--- config.mk ---
export PLATFORM = sky130hd
export DESIGN_NAME = ca_frame_sequencer
export DESIGN_NICKNAME = d
export VERILOG_FILES = /design/src/rtl/ca_pkg.sv /design/src/rtl/ca_scan_step.sv /design/src/rtl/ca_frame_sequencer.sv
export SDC_FILE = /design/constraint.sdc
export NUM_CORES = 1
export LEC_CHECK = 0
export ABC_AREA = 1
export BUFFER_PORTS_ARGS = -buffer_cell sky130_fd_sc_hd__buf_4
export CORE_AREA = 2 2 39 41
export DETAILED_ROUTE_END_ITERATION = 10
export DIE_AREA = 0 0 41 43
export PLACE_DENSITY = 0.74
export SYNTH_ARGS = -nofsm -noshare
export SYNTH_HDL_FRONTEND = slang
export SYNTH_SLANG_ARGS = --single-unit
--- constraint.sdc ---
create_clock -name Clock -period 2.2 [get_ports Clock]
set_input_delay 0.44 -clock Clock [delete_from_list [all_inputs] [get_ports Clock]]
set_output_delay 0.44 -clock Clock [all_outputs]
set_load 0.05 [all_outputs]
--- src/rtl/ca_pkg.sv ---
// Shared constants for the cellular-automaton display: sequencer state encoding,
// scan limits and the colour / cell values used by the colour logic.
package ca_pkg;

    typedef enum logic [1:0] {
        ST_IDLE     = 2'd0,
        ST_CLEAR    = 2'd1,
        ST_WAIT_GEN = 2'd2,
        ST_DRAW     = 2'd3
    } ca_state_e;

    localparam logic [8:0] CA_SCREEN_X_MAX = 9'd319;
    localparam logic [7:0] CA_SCREEN_Y_MAX = 8'd239;
    localparam logic [8:0] CA_GRID_X_MAX   = 9'd15;
    localparam logic [7:0] CA_GRID_Y_MAX   = 8'd15;

    localparam logic       CA_CELL_DEAD    = 1'b0;
    localparam logic       CA_CELL_ALIVE   = 1'b1;
    localparam logic [2:0] CA_COLOUR_WHITE = 3'b111;
    localparam logic [2:0] CA_COLOUR_BLACK = 3'b000;

    function automatic logic [2:0] ca_cell_colour(input logic alive);
        logic [2:0] colour;
        if (alive == CA_CELL_ALIVE) begin
            colour = CA_COLOUR_BLACK;
        end else begin
            colour = CA_COLOUR_WHITE;
        end
        return colour;
    endfunction

endpackage

--- src/rtl/ca_scan_step.sv ---
// Row-major scan step decoder: from the current (x,y) and the scan limits decide
// whether to advance x, wrap the row, or finish the frame.
module ca_scan_step #(
    parameter int XW = 9,
    parameter int YW = 8
) (
    input  logic [XW-1:0] x,
    input  logic [YW-1:0] y,
    input  logic [XW-1:0] xmax,
    input  logic [YW-1:0] ymax,
    output logic          x_en,
    output logic          x_clr,
    output logic          y_en,
    output logic          last
);

    logic x_end_s;
    logic y_end_s;

    // Decode the step from the position relative to the limits
    always_comb begin
        x_end_s = (x >= xmax);
        y_end_s = (y >= ymax);
        x_en    = ~x_end_s;
        x_clr   = x_end_s;
        y_en    = x_end_s & ~y_end_s;
        last    = x_end_s & y_end_s;
    end

endmodule

--- src/rtl/ca_frame_sequencer.sv ---
// Control FSM for the cellular-automaton display: one full-screen clear after Start,
// then one cell-grid redraw per generation tick. Optional Pause/Step via CA_SEQ_PAUSE_EN.
module ca_frame_sequencer
    import ca_pkg::*;
#(
    parameter logic [8:0] X_CLEAR_MAX = CA_SCREEN_X_MAX,
    parameter logic [7:0] Y_CLEAR_MAX = CA_SCREEN_Y_MAX,
    parameter logic [8:0] X_DRAW_MAX  = CA_GRID_X_MAX,
    parameter logic [7:0] Y_DRAW_MAX  = CA_GRID_Y_MAX
) (
    input  logic       Clock,
    input  logic       Resetn,
    input  logic       Start,
`ifdef CA_SEQ_PAUSE_EN
    input  logic       Pause,
    input  logic       Step,
`endif
    input  logic       GenTick,
    input  logic [8:0] xClear,
    input  logic [7:0] yClear,
    input  logic [8:0] xCountDraw,
    input  logic [7:0] yCountDraw,
    output logic       CXC_Resetn,
    output logic       CYC_Resetn,
    output logic       CXD_Resetn,
    output logic       CYD_Resetn,
    output logic       CXC_Enable,
    output logic       CYC_Enable,
    output logic       CXD_Enable,
    output logic       CYD_Enable,
    output logic       isDraw,
    output logic       Plot,
    output logic       Busy,
    output logic       FrameDone
);

    ca_state_e state_q, state_d;
    logic      pending_q, pending_d;
    logic      go_draw_s;

    logic c_x_en_s, c_x_clr_s, c_y_en_s, c_last_s;
    logic d_x_en_s, d_x_clr_s, d_y_en_s, d_last_s;

    ca_scan_step #(.XW(9), .YW(8)) u_clear_step (
        .x     (xClear),
        .y     (yClear),
        .xmax  (X_CLEAR_MAX),
        .ymax  (Y_CLEAR_MAX),
        .x_en  (c_x_en_s),
        .x_clr (c_x_clr_s),
        .y_en  (c_y_en_s),
        .last  (c_last_s)
    );

    ca_scan_step #(.XW(9), .YW(8)) u_draw_step (
        .x     (xCountDraw),
        .y     (yCountDraw),
        .xmax  (X_DRAW_MAX),
        .ymax  (Y_DRAW_MAX),
        .x_en  (d_x_en_s),
        .x_clr (d_x_clr_s),
        .y_en  (d_y_en_s),
        .last  (d_last_s)
    );

    // Decide whether WAIT_GEN launches a redraw this cycle
    always_comb begin
`ifdef CA_SEQ_PAUSE_EN
        if (Pause) begin
            go_draw_s = Step;
        end else begin
            go_draw_s = GenTick | pending_q;
        end
`else
        go_draw_s = GenTick | pending_q;
`endif
    end

    // Next state and one-deep generation-tick memory
    always_comb begin
        state_d   = state_q;
        pending_d = pending_q;
        case (state_q)
            ST_IDLE: begin
                if (Start) begin
                    state_d = ST_CLEAR;
                end else begin
                    state_d = ST_IDLE;
                end
            end
            ST_CLEAR: begin
                if (GenTick) begin
                    pending_d = 1'b1;
                end else begin
                    pending_d = pending_q;
                end
                if (c_last_s) begin
                    state_d = ST_WAIT_GEN;
                end else begin
                    state_d = ST_CLEAR;
                end
            end
            ST_WAIT_GEN: begin
                if (go_draw_s) begin
                    state_d   = ST_DRAW;
                    pending_d = 1'b0;
                end else begin
                    state_d   = ST_WAIT_GEN;
                end
            end
            ST_DRAW: begin
                if (GenTick) begin
                    pending_d = 1'b1;
                end else begin
                    pending_d = pending_q;
                end
                if (d_last_s) begin
                    state_d = ST_WAIT_GEN;
                end else begin
                    state_d = ST_DRAW;
                end
            end
            default: begin
                state_d   = ST_IDLE;
                pending_d = 1'b0;
            end
        endcase
    end

    // State register with synchronous active-low reset
    always_ff @(posedge Clock) begin
        if (!Resetn) begin
            state_q   <= ST_IDLE;
            pending_q <= 1'b0;
        end else begin
            state_q   <= state_d;
            pending_q <= pending_d;
        end
    end

    // Mealy outputs; counters not owned by the active scan are held cleared
    always_comb begin
        CXC_Resetn = 1'b0;
        CYC_Resetn = 1'b0;
        CXD_Resetn = 1'b0;
        CYD_Resetn = 1'b0;
        CXC_Enable = 1'b0;
        CYC_Enable = 1'b0;
        CXD_Enable = 1'b0;
        CYD_Enable = 1'b0;
        isDraw     = 1'b0;
        Plot       = 1'b0;
        Busy       = 1'b0;
        FrameDone  = 1'b0;
        if (!Resetn) begin
            Plot = 1'b0;
        end else begin
            case (state_q)
                ST_IDLE: begin
                    Plot = 1'b0;
                end
                ST_CLEAR: begin
                    Plot       = 1'b1;
                    Busy       = 1'b1;
                    CXC_Resetn = ~c_x_clr_s;
                    CYC_Resetn = ~c_last_s;
                    CXC_Enable = c_x_en_s;
                    CYC_Enable = c_y_en_s;
                    FrameDone  = c_last_s;
                end
                ST_WAIT_GEN: begin
                    isDraw = 1'b1;
                end
                ST_DRAW: begin
                    isDraw     = 1'b1;
                    Plot       = 1'b1;
                    Busy       = 1'b1;
                    CXD_Resetn = ~d_x_clr_s;
                    CYD_Resetn = ~d_last_s;
                    CXD_Enable = d_x_en_s;
                    CYD_Enable = d_y_en_s;
                    FrameDone  = d_last_s;
                end
                default: begin
                    Plot = 1'b0;
                end
            endcase
        end
    end

endmodule

==> run summary, run 1 <==
Outcome = complete, no violations
CTS tree = done
Detailed Routing Iterations Pass 1 = 2
Port bufs = 49
Drt via density = 4.53
Critical path class = primary input to output pin
Final WS setup = 341 ps
Mapped Avg Cell Area = 5.86 sq um
Post-DR wirelength/cell = 9.06 um
H-tree Lvls = 1
Total Wirelength = 1170 um
Most frequent cells in the layout = buf_4, nand2_1, nor2_1, inv_1, nand3_1
Clk buf depth = 2
Filler Cell Count = 139
Area of the mapped netlist = 369 sq um
Startpoint types = primary input
Area of the multi-input gates = 262 sq um
Initial DRC count = 3
P_sw = 0.0000789 W
Vias in the first global route = 527
Placed Area = 749 sq um
Initial antenna violation count = 0
Yosys reg bits = 3
Io pins = 50
Share of cells above drive strength 1 = 0.558
Worst min path class = primary input to flip-flop
PD cells = 342 nW/um^2
ANT cells = 0
Relative slew margins = 0.832
# hold bufs at CTS = 0
Sequential fraction of design power = 0.230
Die width = 41 um
DRC = 0
Area growth from synthesis to layout = 110%
Dpl hpwl = 1030 um
Yosys cell types = 19
Reg area = 60.1 sq um
Reg clk slew, reported paths = 40 ps
Die Footprint = 1760 sq um
Comb power frac = 0.413
Hold Slack = 473 ps
Mapped Nets = 101
Leak pwr = 0.413 nW
Pre-CTS WS = 340 ps
Finished Cell Area = 776 sq um
Sw frac = 0.298
Chip Height = 43 um
ANT nets after route = 0
Fmax = 538 MHz
# Post-CTS Setup Buffers = 0
Largest net degree at the start of global routing = 7
Clock latency on the worst-skew pair = 230 ps
Worst clock skew = 1.41 ps
Max-Cap Viols = 0
Internal Pwr Total = 0.000186 W
Number of buffers created by CTS = 3
Vias = 585
Initial Utilization = 0.267
Max-slew violations = 0
Period utilization = 0.845
# rows = 14
Post-synthesis sequential area ratio = 0.163
Final Net Count = 152
PostCTS Resize Cnt = 0
Total track usage = 0.140
RSZ-0062 raised after global routing = no
First-pass GRT wire length = 1770 um
Placer congestion estimate = 0.680
Crit path max fanout = 4
Clock sink count = 3
Final setup TNS = 0 ps
Aggregate global routing overflow = 0
VDD IR max = 0.199 mV
Total Power = 0.000265 W
Core Area = 1380 sq um
Fin. Hold Viols = 0
Tmin final = 1860 ps
Synth Warn # = 0
Worst path required time = 1760 ps
Worst EP arrival = 1420 ps
Final Setup Violations = 0
Mapped Cells = 63
Commonest non-fill, non-tap cell in the layout = buf_4
Clock power frac = 0.357
Root buffer cell = clkbuf_4
Crit. End Element = output pin
Worst slew pin tran = 250 ps
-- cell type report --
class                      count  share of cell area
sequential                     3              0.0774
inverter                       7              0.0516
multi-input combinational     50               0.337
tap                           16              0.0258
clock buffer                   4              0.0339
timing repair buffer          49               0.474
-- power by group through the flow --
| stage | clock network (W) | registers [W] | logic, W |
|---|---|---|---|
| after global routing | 0.000103 | 0.0000613 | 0.000120 |
| after CTS | 0.000102 | 0.0000608 | 0.000111 |
| final | 0.0000947 | 0.0000609 | 0.000109 |
| after floorplan | 0 | 0.0000609 | 0.0000498 |
| after detailed placement | 0 | 0.0000617 | 0.000110 |
| after global placement | 0 | 0.0000613 | 0.000108 |
-- synthesized netlist by cell type --
| library cell | number | area, sq um |
|---|---|---|
| nor2_2 | 2 | 12.5 |
| nand3_2 | 2 | 20.0 |
| nand2_1 | 14 | 52.6 |
| o21ai_0 | 2 | 10.0 |
| nand3_1 | 5 | 25.0 |
| nor2_1 | 13 | 48.8 |
| inv_1 | 5 | 18.8 |
| bufinv_8 | 1 | 17.5 |
| o31ai_1 | 1 | 7.51 |
| a21oi_1 | 3 | 15.0 |
| or2_1 | 1 | 6.26 |
| a21oi_2 | 1 | 8.76 |
| dfxtp_1 | 3 | 60.1 |
| a21boi_1 | 1 | 7.51 |
| buf_4 | 3 | 22.5 |
| nor3b_1 | 2 | 15.0 |
| nand4_1 | 2 | 12.5 |
| inv_2 | 1 | 3.75 |
| o21ai_1 | 1 | 5.00 |
-- worst paths after layout --
| kind | from | endpoint | slack, ps | cells past startpoint |
|---|---|---|---|---|
| max | xCountDraw[7] | FrameDone | 340 | 9 |
| min | Start | state_q[0] | 470 | 3 |
| min reg2reg | pending_q | pending_q | 500 | 2 |
| max reg2reg | state_q[1] | state_q[0] | 1190 | 4 |
-- metrics by stage --
stage	util	std cells
global route	0.561	129
detailed placement	0.542	125
floorplan	-	63
CTS	0.561	129
finish	0.561	129
global placement	0.542	125
-- cell families after synthesis --
group,count (synthesis),share of synthesized area
and+or+nand+nor,41,0.522
buffers and inverters,10,0.169
AOI/OAI and AO/OA,9,0.146
DFF,3,0.163
-- flip-flops by register name, indices dropped and copies added (netlist names) --
name and flops:
state_q 2, pending_q 1
-- worst max-delay path, cell delays in order --
cell     delay (ps)
buf_4           110
or2_1           230
nor2_2           90
nand3_2         100
nand2_1          70
inv_1            40
o21ai_1         110
nor2_1           50
buf_4           180
-- layer usage --
metal	global-route usage	share of wire	up-vias
li1	-	-	302
met1	0.137	0.33	252
met2	0.263	0.51	31
met3	0.0209	0.16	0
met4	0.0600	0	0
met5	0	0	-
No activity file was read; power rests on OpenSTA's default activity.
==> inputs of run 2 (changes only) <==
==> constraint.sdc (replaced) <==
create_clock -name Clock -period 1.87 [get_ports Clock]
set_input_delay 0.374 -clock Clock [delete_from_list [all_inputs] [get_ports Clock]]
set_output_delay 0.374 -clock Clock [all_outputs]
set_load 0.05 [all_outputs]
==> run 2 against run 1 <==
Compared with the run above: global-route usage grew 0.47 points; critical endpoint unchanged; routed wire length grew 1.8%; critical path type unchanged; sequential share of layout area shrank 0.074 points; power grew 18%; largest power group unchanged; die area is the same.
==> run summary, run 2 (synthesis gave the netlist of run 1 again) <==
Outcome = complete, no violations
Final Net Count = 152 (unchanged)
Placed Area = 757 sq um (+1.0%)
Final Setup Violations = 0 (unchanged)
CTS tree = done
Crit path max fanout = 4 (unchanged)
Fin. Hold Viols = 0 (unchanged)
Startpoint types = primary input
Io pins = 50 (unchanged)
Die Footprint = 1760 sq um (unchanged)
PD cells = 398 nW/um^2 (+16%)
Initial Utilization = 0.267 (unchanged)
Reg clk slew, reported paths = 30 ps (about the same)
Worst min path class = primary input to flip-flop
Critical Path, Cell by Cell = buf_4 -> or2_1 -> nor2_2 -> nand3_2 -> nand2_1 -> inv_1 -> o21ai_1 -> nor2_1 -> buf_4
Initial antenna violation count = 0 (unchanged)
Share of cells above drive strength 1 = 0.566 (+0.00885)
Drt via density = 4.48 (-1.2%)
Crit path top cell by count = buf_4
Core Area = 1380 sq um (unchanged)
Total track usage = 0.145 (+0.00472)
Period utilization = 0.943
CP peak stage delay = 220 ps (about the same)
VDD IR max = 0.285 mV (+43%)
Fin util = 0.566 (+0.00542)
CP bufs+invs = 3 (unchanged)
Worst R2R Path Depth = 4 (unchanged)
Tmin final = 1760 ps
Most frequent cells in the layout = buf_4, nand2_1, nor2_1, inv_1, nand3_1
Chip Height = 43 um (unchanged)
Total Power = 0.000311 W (+18%)
Detailed Routing Iterations Pass 1 = 4 (+2)
Clock sink count = 3 (unchanged)
Number of buffers created by CTS = 3 (unchanged)
Max-Cap Viols = 0 (unchanged)
Area growth from synthesis to layout = 112%
Total Wirelength = 1190 um (+1.8%)
Worst slew pin tran = 258 ps (+8.42 ps)
Finished Cell Area = 783 sq um (+0.97%)
Fmax = 567 MHz
# hold bufs at CTS = 0 (unchanged)
ANT nets after route = 0 (unchanged)
Port bufs = 49 (unchanged)
CP Depth = 9 (unchanged)
Initial DRC count = 1 (-2)
Leak pwr = 0.413 nW (about the same)
Critical path class = primary input to output pin
Placed cell count = 125 (unchanged)
WHS Path Cells = 3 (unchanged)
Vias in the first global route = 519 (-1.5%)
Root buffer cell = clkbuf_4
DRC = 0 (unchanged)
PostCTS Resize Cnt = 0 (unchanged)
Worst clock skew = 0.445 ps (-0.967 ps)
CP delay by family, top = simple AND/OR/NAND/NOR gates
Finished Layout Cells = 129 (unchanged)
Post-DR wirelength/cell = 9.22 um (+1.8%)
Largest registers = state_q x2, pending_q x1
Vias = 578 (-1.2%)
# Post-CTS Setup Buffers = 0 (unchanged)
Max-slew violations = 0 (unchanged)
Die width = 41 um (unchanged)
Relative slew margins = 0.826 (-0.00566)
Commonest non-fill, non-tap cell in the layout = buf_4
Pre-CTS WS = 98.8 ps (-242 ps)
Clk buf depth = 2 (unchanged)
Max FFs per register = 2 (unchanged)
Clock latency on the worst-skew pair = 230 ps (about the same)
First-pass GRT wire length = 1800 um (+1.5%)
# rows = 14 (unchanged)
Crit-path slowest cell = or2_1
Largest register by flop count = state_q
Worst path required time = 1500 ps (-260 ps)
RSZ-0062 raised after global routing = no
Placer congestion estimate = 0.726 (+6.7%)
Crit. End Element = output pin
Largest net degree at the start of global routing = 7 (unchanged)
Worst EP arrival = 1390 ps (-30 ps)
Final WS setup = 106 ps (-234 ps)
H-tree Lvls = 1 (unchanged)
Aggregate global routing overflow = 0 (unchanged)
ANT cells = 0 (unchanged)
Dpl hpwl = 1040 um (+1.8%)
Filler Cell Count = 136 (-2.2%)
## run 2: cell counts in the layout (fill, tap and decap cells not counted)
No cell type changed its count.
## run 2: layout make-up
cell class / instances / area [sq um] / share of cell area
clock buffer: 4 / 26.3 / 0.0335
inverter: 7 / 40.0 / 0.0511
multi-input combinational: 50 / 269 / 0.343
sequential: 3 / 60.1 / 0.0767
tap: 16 / 20.0 / 0.0256
timing repair buffer: 49 / 368 / 0.470
## run 2: per-layer routing
layer	part of all wire	global-route usage	vias to the layer above	routed length, um
met5	0	0	-	0
li1	-	-	301	-
met3	0.14	0.0419	0	167
met2	0.52	0.259	31	621
met4	0	0.0600	0	0
met1	0.34	0.143	246	401
## run 2: final timing paths
check                startpoint    endpoint  slack, ps
setup / recovery  xCountDraw[7]   FrameDone        110
hold / removal            Start  state_q[0]        420
setup reg to reg     state_q[1]  state_q[0]        860
hold reg to reg       pending_q   pending_q        500
## run 2: tightest hold or removal path, cell delays in order
cell,delay [ps]
buf_4,80
o31ai_1,60
a21oi_2,90
## run 2: through the flow
step	setup TNS, ps	hold slack [ps]
after floorplan	-251	453
after global placement	0	474
after detailed placement	0	496
after CTS	0	409
after global routing	0	429
final	0	417
## run 2: power breakdown
group / switching (W) / internal (W) / total (W)
sequential: 0.00000306 / 0.0000685 / 0.0000715
combinational: 0.0000589 / 0.0000706 / 0.000130
clock: 0.0000306 / 0.0000798 / 0.000110
total: 0.0000925 / 0.000219 / 0.000311
==> inputs of run 3 (changes only) <==
--- a/config.mk
+++ b/config.mk
@@ -8,6 +8,7 @@
 export ABC_AREA = 1
 export BUFFER_PORTS_ARGS = -buffer_cell sky130_fd_sc_hd__buf_4
 export CORE_AREA = 2 2 39 41
+export CTS_BUF_LIST = sky130_fd_sc_hd__clkbuf_8 sky130_fd_sc_hd__clkbuf_16
 export DETAILED_ROUTE_END_ITERATION = 10
 export DIE_AREA = 0 0 41 43
 export PLACE_DENSITY = 0.74
==> run 3 against run 2 <==
Compared with the run above: first-iteration DRC count stayed put; worst hold slack better by 17 ps; via count is the same; sequential share of layout area is 0.18 points lower; die area unchanged; power rose by 22%; cell count did not move; routed wire length is 0.50% higher; fmax hardly changed; combinational power hardly changed; register-to-register slack is essentially flat; critical endpoint unchanged.
==> run summary, run 3 (synthesis gave the netlist of run 1 again) <==
Initial antenna violation count = 0 (unchanged)
Period utilization = 0.942 (about the same)
Post-DR wirelength/cell = 9.27 um (+0.50%)
Fin. Hold Viols = 0 (unchanged)
Aggregate global routing overflow = 0 (unchanged)
Hold endpoint = state_q[0]
Clk buf depth = 2 (unchanged)
Detailed Routing Iterations Pass 1 = 2 (-2)
Reg clk slew, reported paths = 30 ps (about the same)
Fmax = 567 MHz (about the same)
GR Util met3 = 0.0419 (unchanged)
Reg-to-Reg End = state_q[0]
Worst R2R Setup Slack = 860 ps (about the same)
Gr busiest metal = met2
Drt via density = 4.48 (unchanged)
Most frequent cells in the layout = buf_4, nand2_1, nor2_1, inv_1, nand3_1
Core Area = 1380 sq um (unchanged)
VDD IR max = 0.389 mV (+37%)
Max-Cap Viols = 0 (unchanged)
# hold bufs at CTS = 0 (unchanged)
Root buffer cell = clkbuf_8
Crit. End Element = output pin
Clock sink count = 3 (unchanged)
Dpl hpwl = 1040 um (unchanged)
DRC = 0 (unchanged)
First-pass GRT wire length = 1850 um (+2.7%)
Placer congestion estimate = 0.726 (unchanged)
WHS Path Cells = 3 (unchanged)
Final WS setup = 108 ps (+1.50 ps)
Max-slew violations = 0 (unchanged)
Critical R2R Launch = state_q[1]
# Post-CTS Setup Buffers = 0 (unchanged)
Crit path top cell by count = buf_4
Finished Layout Cells = 129 (unchanged)
CP peak stage delay = 220 ps (about the same)
ANT nets after route = 0 (unchanged)
Die width = 41 um (unchanged)
Routing usage on met2 = 0.266 (+0.00625)
Initial DRC count = 1 (unchanged)
Finished Cell Area = 802 sq um (+2.4%)
Area growth from synthesis to layout = 117%
Pre-CTS WS = 98.8 ps (unchanged)
Largest net degree at the start of global routing = 7 (unchanged)
PostCTS Resize Cnt = 0 (unchanged)
Startpoint types = primary input
Worst slew pin tran = 253 ps (-4.95 ps)
Die Footprint = 1760 sq um (unchanged)
ANT cells = 0 (unchanged)
Critical path class = primary input to output pin
Worst path required time = 1500 ps (about the same)
# rows = 14 (unchanged)
Number of buffers created by CTS = 3 (unchanged)
Crit-path slowest cell = or2_1
Tmin final = 1760 ps (-1.50 ps)
Worst EP arrival = 1390 ps (about the same)
Clock latency on the worst-skew pair = 210 ps (-20 ps)
Relative slew margins = 0.830 (+0.00333)
Total Power = 0.000379 W (+22%)
Chip Height = 43 um (unchanged)
Worst R2R Path Depth = 4 (unchanged)
Largest register by flop count = state_q
Total track usage = 0.148 (+0.00300)
PD cells = 473 nW/um^2 (+19%)
Critical Path, Cell by Cell = buf_4 -> or2_1 -> nor2_2 -> nand3_2 -> nand2_1 -> inv_1 -> o21ai_1 -> nor2_1 -> buf_4
Placed Area = 757 sq um (unchanged)
Max FFs per register = 2 (unchanged)
RSZ-0062 raised after global routing = no
H-tree Lvls = 1 (unchanged)
Outcome = complete, no violations
CTS tree = done
Worst clock skew = 1.05 ps (+0.608 ps)
Worst hold start = Start
Vias = 578 (unchanged)
GRT met1 Usage = 0.146 (+0.00317)
Placed cell count = 125 (unchanged)
Final Setup Violations = 0 (unchanged)
Final Net Count = 152 (unchanged)
Commonest non-fill, non-tap cell in the layout = buf_4
Crit path max fanout = 4 (unchanged)
Port bufs = 49 (unchanged)
Io pins = 50 (unchanged)
Total Wirelength = 1200 um (+0.50%)
Leak pwr = 0.425 nW (+2.9%)
Final setup TNS = 0 ps (unchanged)
Share of cells above drive strength 1 = 0.566 (unchanged)
Initial Utilization = 0.267 (unchanged)
Vias in the first global route = 532 (+2.5%)
Largest registers = state_q x2, pending_q x1
Worst min path class = primary input to flip-flop
[run 3: changes by cell type in the layout (fill, tap and decap cells not counted)]
cell	change
clkbuf_4	-3
clkbuf_1	-1
inv_1	+1
clkbuf_8	+3
[run 3: per-stage QoR]
| stage | util | hold WS (ps) |
|---|---|---|
| detailed placement | 0.547 | 496 |
| global route | 0.580 | 461 |
| floorplan | - | 453 |
| global placement | 0.547 | 474 |
| CTS | 0.580 | 433 |
| finish | 0.580 | 434 |
[run 3: critical path, delay by kind of cell]
kind / cells / cell delay, ps
AND/OR/NAND/NOR: 5 / 570
buffers and inverters: 3 / 330
AO/OA/AOI/OAI: 1 / 110
[run 3: layout make-up]
type	instances	area, sq um
fill	132	582
timing repair buffer	49	368
multi-input combinational	50	269
sequential	3	60.1
clock buffer	3	41.3
inverter	7	40.0
tap	16	20.0
clock inverter	1	3.75
[run 3: how the worst max path moves through the flow]
stage / from / end / slack, ps / depth (start not counted)
2_1_floorplan: Resetn / CYC_Resetn / -110 / 4
3_3_place_gp: xCountDraw[7] / FrameDone / 120 / 9
3_5_place_dp: xCountDraw[7] / FrameDone / 100 / 9
4_1_cts: xCountDraw[7] / FrameDone / 100 / 9
5_1_grt: xCountDraw[7] / FrameDone / 20 / 9
6_report: xCountDraw[7] / FrameDone / 110 / 9
[run 3: report_power, final]
part	switching, W	internal (W)
Sequential	0.00000295	0.0000686
Clock	0.0000386	0.000139
Combinational	0.0000589	0.0000706
Total	0.000100	0.000279
[run 3: routing by layer]
layer  up-vias  part of all wire  wire [um]
li1        301                 -          -
met1       246              0.34        407
met2        31              0.52        622
met3         0              0.14        166
met4         0                 0          0
met5         -                 0          0
